$ cat config.mk
export PLATFORM = sky130hd
export DESIGN_NAME = timer_ctrl
export DESIGN_NICKNAME = d
export VERILOG_FILES = /design/src/rtl/timer_ctrl.sv
export SDC_FILE = /design/constraint.sdc
export NUM_CORES = 1
export LEC_CHECK = 0
export ABC_AREA = 0
export BUFFER_PORTS_ARGS = -buffer_cell sky130_fd_sc_hd__buf_4
export CAP_MARGIN = 15
export CORE_AREA = 2 2 50 52
export DETAILED_ROUTE_END_ITERATION = 7
export DIE_AREA = 0 0 52 54
export PLACE_DENSITY = 0.72
export RECOVER_POWER = 50
export SYNTH_ARGS = -nofsm -noshare
export SYNTH_HDL_FRONTEND = slang
export SYNTH_SLANG_ARGS = --single-unit
export TNS_END_PERCENT = 5
$ cat constraint.sdc
create_clock -name clk -period 2.4 [get_ports clk]
set_input_delay 0.36 -clock clk [delete_from_list [all_inputs] [get_ports clk]]
set_output_delay 0.36 -clock clk [all_outputs]
set_load 0.05 [all_outputs]
$ cat src/rtl/timer_ctrl.sv
// Sequencing controller for one `timer` instance: start/stop/clear handling,
// prescaled enable strobes, completion pulse and shadow-count mismatch check.
// Optional build macro TIMER_CTRL_AUTORELOAD_EN: DONE lasts one cycle and reloads tgt_q.
module timer_ctrl #(
  parameter int unsigned WIDTH    = 4,
  parameter int unsigned PRESCALE = 1
) (
  input  logic             clk,
  input  logic             rst,
  input  logic             start,
  input  logic             stop,
  input  logic             clear,
  input  logic [WIDTH-1:0] target,
  input  logic [WIDTH-1:0] tmr_data,
  output logic             tmr_enable,
  output logic             tmr_clear,
  output logic             done,
  output logic             busy,
  output logic [1:0]       state,
  output logic             err
);

  localparam int unsigned PCW = (PRESCALE > 1) ? $clog2(PRESCALE) : 1;
  localparam logic [PCW-1:0] PC_LAST = PCW'(PRESCALE - 1);

  typedef enum logic [1:0] {IDLE = 2'd0, RUN = 2'd1, PAUSE = 2'd2, DONE = 2'd3} state_t;

  state_t           state_q, state_d;
  logic [WIDTH-1:0] tgt_q, tgt_d;
  logic [WIDTH-1:0] cnt_q, cnt_d;
  logic [PCW-1:0]   pc_q, pc_d;
  logic             tmr_enable_d, tmr_clear_d, done_d, busy_d, err_d;
  logic             start_req, advance, last_strobe, mismatch;

  assign state = 2'(state_q);

  // State and registered outputs
  always_ff @(posedge clk or negedge rst) begin
    if (!rst) begin
      state_q    <= IDLE;
      tgt_q      <= '0;
      cnt_q      <= '0;
      pc_q       <= '0;
      tmr_enable <= 1'b0;
      tmr_clear  <= 1'b0;
      done       <= 1'b0;
      busy       <= 1'b0;
      err        <= 1'b0;
    end else begin
      state_q    <= state_d;
      tgt_q      <= tgt_d;
      cnt_q      <= cnt_d;
      pc_q       <= pc_d;
      tmr_enable <= tmr_enable_d;
      tmr_clear  <= tmr_clear_d;
      done       <= done_d;
      busy       <= busy_d;
      err        <= err_d;
    end
  end

  // Next state, shadow count, prescaler and output decode
  always_comb begin
    start_req   = start & ~stop;
    last_strobe = tmr_enable && (WIDTH'(cnt_q + 1'b1) == tgt_q);
    mismatch    = (state_q != IDLE) && !tmr_clear && (tmr_data != cnt_q);

    state_d     = state_q;
    tgt_d       = tgt_q;
    cnt_d       = cnt_q + WIDTH'(tmr_enable);
    pc_d        = pc_q;
    tmr_clear_d = 1'b0;
    done_d      = 1'b0;
    err_d       = err | mismatch;
    advance     = 1'b0;

    if (clear) begin
      state_d     = IDLE;
      tmr_clear_d = 1'b1;
      cnt_d       = '0;
      pc_d        = '0;
      err_d       = 1'b0;
    end else begin
      case (state_q)
        IDLE, DONE: begin
          if (start_req) begin
            tgt_d       = target;
            tmr_clear_d = 1'b1;
            cnt_d       = '0;
            pc_d        = '0;
            if (target == '0) begin
              state_d = DONE;
              done_d  = 1'b1;
            end else begin
              state_d = RUN;
            end
          end
`ifdef TIMER_CTRL_AUTORELOAD_EN
          // The DONE entry cycle already cleared the timer; it doubles as the clear cycle
          else if (state_q == DONE && done && !stop) begin
            if (tgt_q == '0) begin
              tmr_clear_d = 1'b1;
              done_d      = 1'b1;
            end else begin
              state_d = RUN;
              advance = 1'b1;
            end
          end
`endif
        end
        RUN: begin
          // Completion outranks a coincident stop so the count never overshoots
          if (last_strobe) begin
            state_d = DONE;
            done_d  = 1'b1;
`ifdef TIMER_CTRL_AUTORELOAD_EN
            tmr_clear_d = 1'b1;
            cnt_d       = '0;
            pc_d        = '0;
`endif
          end else if (stop) begin
            state_d = PAUSE;
          end else begin
            advance = 1'b1;
          end
        end
        PAUSE: begin
          if (start_req) begin
            state_d = RUN;
            advance = 1'b1;
          end
        end
        default: state_d = IDLE;
      endcase
    end

    // Prescaler phase is held while paused so resuming keeps the strobe cadence
    if (advance) begin
      pc_d = (pc_q == PC_LAST) ? '0 : PCW'(pc_q + 1'b1);
    end
    tmr_enable_d = advance && (pc_q == PC_LAST);
    busy_d       = (state_d == RUN) || (state_d == PAUSE);
  end

endmodule

# After elaboration in Yosys (flattened, before gate mapping)
# Index checks and enable logic that the tools add are counted.
[op_classes]
add_sub_neg = 3
eq_ne = 7
n_mux = 28
bitwise_logic = 5
n_reduce_logical = 14
[op_table]
columns = ["cell", "count"]
rows = [
  ["$mux W1", 16],
  ["$mux W2", 6],
  ["$mux W4", 3],
  ["$eq A2 B2 Y1 const B", 3],
  ["$pmux W2 S3", 1],
  ["$reduce_bool A3 Y1", 2],
  ["$add A4 B1 Y4", 1],
  ["$add A4 B1 Y4 const B", 1],
  ["$eq A2 B1 Y1 const B", 2],
  ["$eq A4 B4 Y1", 1],
  ["$logic_and A1 B1 Y1", 4],
  ["$logic_not A4 Y1", 1],
  ["$ne A4 B4 Y1", 1],
  ["$pmux W1 S2", 2],
  ["$not A1 Y1", 3],
  ["$reduce_and A3 Y1", 1],
  ["$logic_not A2 Y1", 1],
  ["$reduce_and A2 Y1", 1],
  ["$reduce_bool A2 Y1", 1],
  ["$reduce_or A2 Y1", 1],
  ["$add A1 B1 Y1 const B", 1],
  ["$and A1 B1 Y1", 1],
  ["$logic_not A1 Y1", 1],
  ["$logic_or A1 B1 Y1", 1],
  ["$or A1 B1 Y1", 1],
]
[word_totals]
register_bits = 16
input_bits = 13
out_inout_bits = 7
elab_cells = 66

# Depth between registers and ports, before layout
[logic_depth]
depth_word = 8
mapped_depth = 7
depth_no_buf = 7

# Least setup slack after synthesis
# Ideal clock, no wire load.
[synth_path]
kind = "register -> register"
start = "reg state_q[1], in the netlist state[1]"
end = "reg busy"
setup_ns = 0.125
arrival_ns = 2.030
required_ns = 2.275
setup_slack_ns = 0.245
path_stages_with_launch = 8
n_path_buf = 0
period_less_slack_ns = 2.155
path_cell_list = "dfrtp_1 > inv_1 > ha_1 > inv_1 > a311oi_1 > a211oi_1 > o31a_4 > mux2_4"
[synth_via]
elab_chain_cells = 6
elab_cells_between_ends = 14
classes_between = "eq/ne: 5; mux: 6; reduce/logical: 3"
[synth_rtl]
columns = ["item", "line", "rtl"]
rows = [
  ["start: declaration", "28", "state_t state_q, state_d;"],
  ["start signal: assignment", "50", "state_q <= state_d;"],
  ["$eq A2 B2 Y1 (tied with other cells)", "84", "case (state_q)"],
  ["$reduce_or A2 Y1 / $mux W2 (equally long branches)", "84, 113", ""],
  ["$pmux W2 S3 *", "84", ""],
  ["$mux W2 *", "77", "if (clear) begin"],
  ["named net state_d[1]", "28", ""],
  ["$eq A2 B1 Y1 / $eq A2 B2 Y1 (equally long branches)", "142", "busy_d = (state_d == RUN) || (state_d == PAUSE);"],
  ["$logic_or A1 B1 Y1 *", "142", ""],
  ["named net busy_d", "32", "logic tmr_enable_d, tmr_clear_d, done_d, busy_d, err_d;"],
  ["end signal: assignment", "57", "busy <= busy_d;"],
  ["end: declaration", "18", "output logic busy,"],
]
# Mark *: on every way through the listed nets, which the timed path passes. The rest lies on a longest branch.
# A chain may end at the register's enable or synchronous reset.

# Worst setup path after layout
# Ends and elaborated chain as after synthesis.

==> impl_metrics.csv <==
group,metric,value,unit
power_and_ir_drop,p_per_area,904.8,mW/mm^2
clock_network,cts_tree,"done",
clock_network,htree_levels,1,
critical_path,criticalPathCategory,"register to register",
clock_network,cts.sinks,15,
route,remaining_drc_errors,0,
logic_synthesis,synthAdderAreaFrac,0.1013,
route,vias_per_cell,4.878,
timing,worst_clock_skew,0.009868,ns
timing,max_slew.worst_pin.slew,0.8020,ns
logic_synthesis,yosysTopAreaCellShare,0.4342,
die,die_x,52,um
power_and_ir_drop,worst_ir_drop_vdd,0.4759,mV
critical_path,arrival,2.15,ns
critical_path,worst_setup_path_start_kind,"register",
timing,finalSetupTns,0,ns
logic_synthesis,post-synth-top-count-cell,"dfrtp_1",
clock_network,clk-insertion-delay-late,0.29,ns
grt,antenna_found_initial,0,
logic_synthesis,synth_area_per_cell,10.94,um^2
placement,hpwl,1247,um
placement,io_buffers,19,
finish,area_delta_synth_final,22.43,%
status,outcome,"finished, final reports clean",
power_and_ir_drop,power,0.0009577,W
die,dieArea,0.002808,mm^2
critical_path,cp_data_required_time,2.58,ns
logic_synthesis,synth-seq-cells,15,
finish,n_antenna_cell,0,
clock_network,cts_resized,0,
route,first_pass_iters,4,
logic_synthesis,synth_area,864.6,um^2
logic_synthesis,netlist_instances,79,
grt,grt_max_degree,16,
clock_network,cts_buffers,3,
placement,place_area,0.001033,mm^2
timing,fin_crit_sh,0.8180,
placement,dp_slack,0.4576,ns
timing,max_slew_margin,0.4653,
route,wl,1652,um
finish,num-fill-cells,203,
logic_synthesis,ys_warn_count,0,
logic_synthesis,synth_top_family_by_area,"simple AND/OR/NAND/NOR gates",
die,die_h,54,um
logic_synthesis,ys_seq_area_frac,0.4342,
grt,grt_pass1_wl,2573,um
route,ant_nets,0,
logic_synthesis,ys.flop_type,"dfrtp_1",
timing,hold_viol,0,
finish,final_layout_size_suffix_gt1_frac,0.2574,
worst_hold_path,min_path_type,"input port to register",
die,initial_core_util,0.3727,
logic_synthesis,synthTopCellsByArea,"dfrtp_1, ha_1, xnor2_1",
route,vias,639,
grt,first_global_vias,574,
clock_network,clkSlewWorstSetupHoldPaths,0.09,ns
logic_synthesis,muxShareOfSynthArea,0.08104,
logic_synthesis,synth-compound-area-share,0.09262,
timing,setup_viol,0,
die,ios,20,
route,wl_per_cell,12.61,um
timing,fmax,509.4,MHz
timing,slew_violations,0,
job,drv_cap,0,
die,rows,18,
logic_synthesis,yosys.cell_types.count,28,
timing,rsz0062_at_grt,"no",
clock_network,clockBufferDepth,2,
logic_synthesis,synth_edf_count,0,
finish,final_area,0.001059,mm^2
logic_synthesis,synth_commonest_cells,"dfrtp_1, xnor2_1, ha_1, nor2_1, inv_1",
grt,grt-ovfl-total,0,
grt,grtUsageTotal,0.1311,
clock_network,cts-root-buf,"clkbuf_4",
power_and_ir_drop,leakage,0.4845,nW
worst_hold_path,hp-start,"clear",
critical_path,end_kind,"register",
timing,setup_ws,0.4368,ns
critical_path,cp-startpoint,"state[1]",
route,first_iter_violations,11,
logic_synthesis,synth_xor_area_frac,0.1216,
logic_synthesis,syn-num-nets,99,
logic_synthesis,ys_async_sr_fraction,1.000,
placement,globalplace.congestion,0.8342,
die,coreArea,0.002320,mm^2
logic_synthesis,yosys.area_share.simple,0.1346,
logic_synthesis,yosysTopAreaCell,"dfrtp_1",
timing,period_needed,1.963,ns
critical_path,reg2reg_from,"state[1]",
finish,nNetsFinal,122,
critical_path,critPathMaxFanout,6,
-- state kept, by name (all words and copies together), names as in the netlist --
name        count
cnt_q           4
done            1
err             1
tgt_q           4
tmr_enable      1
tmr_clear       1
state           2
busy            1
-- final timing paths --
kind / cells after the start / slack (ns) / to
setup / recovery: 7 / 0.44 / busy
hold / removal: 2 / 0.29 / done
setup reg to reg: 7 / 0.44 / busy
hold reg to reg: 2 / 0.53 / err
max in group asynchronous: 2 / 1.23 / tgt_q[3]
min in group asynchronous: 2 / 0.66 / tmr_clear
-- what timing repair did --
action                    4_1_cts  5_1_grt
hold buffers                    1        0
hold endpoints to repair       15        0
buffers inserted                0        0
-- cell usage in the layout (no fill, tap or decap) --
master / n
mux2_2: 4
nor3_2: 1
o2bb2ai_1: 1
mux2i_1: 1
a22oi_1: 1
nor4_1: 1
inv_1: 5
ha_1: 7
dfrtp_1: 15
xnor2_1: 9
nand2b_1: 2
nand4_1: 1
nand3_1: 3
buf_4: 16
nor2b_1: 2
a21oi_1: 2
clkbuf_4: 3
xor2_1: 3
nor2_1: 7
nor3_1: 3
a31oi_1: 1
a211oi_1: 1
clkbuf_1: 4
o21ai_0: 1
and2_1: 2
a2bb2oi_1: 1
a311oi_1: 1
mux2_4: 1
dlygate4sd3_1: 1
o31a_4: 1
-- layout make-up --
class,count,area (um^2),area share
Clock buffer,4,26.28,0.02482
Timing Repair Buffer,20,141.4,0.1336
Multi-Input combinational cell,57,459.2,0.4338
Sequential cell,15,375.4,0.3546
Inverter,5,18.77,0.01773
Tap cell,30,37.54,0.03546
-- power breakdown --
| group | internal (W) | switching [W] |
|---|---|---|
| logic | 0.000194 | 0.000255 |
| clock network | 0.0000646 | 0.0000797 |
| registers | 0.000313 | 0.0000513 |
| total | 0.000572 | 0.000386 |
-- worst max-delay path, stage by stage, from the launching register on --
cell and delay (ns):
dfrtp_1 0.46, inv_1 0.12, ha_1 0.36, inv_1 0.10
a311oi_1 0.04, a211oi_1 0.28, o31a_4 0.20, mux2_4 0.29
-- per-layer routing --
metal	track usage	vias to the layer above	wire [um]
li1	-	315	-
met1	0.1764	303	811
met2	0.1814	17	716
met4	0.1053	0	46
met5	0	-	0
met3	0.02500	4	78
-- logic make-up (layout without fill, tap and decap cells) --
family,after synthesis,in the layout
and+or+nand+nor,22,22
DFF,15,15
xor gates and xnor gates,12,12
AOI/OAI and AO/OA,10,10
adders and majority gates,7,7
buffers and inverters,7,29
muxes,6,6
-- stage by stage --
step,utilization,hold WS (ns),std cells
2_1_floorplan,-,0.06441,79
3_3_place_gp,0.4455,0.2226,126
3_5_place_dp,0.4455,0.2252,126
4_1_cts,0.4612,0.2820,131
5_1_grt,0.4563,0.2891,131
6_report,0.4563,0.2942,131
No activity file was read; power rests on OpenSTA's default activity.
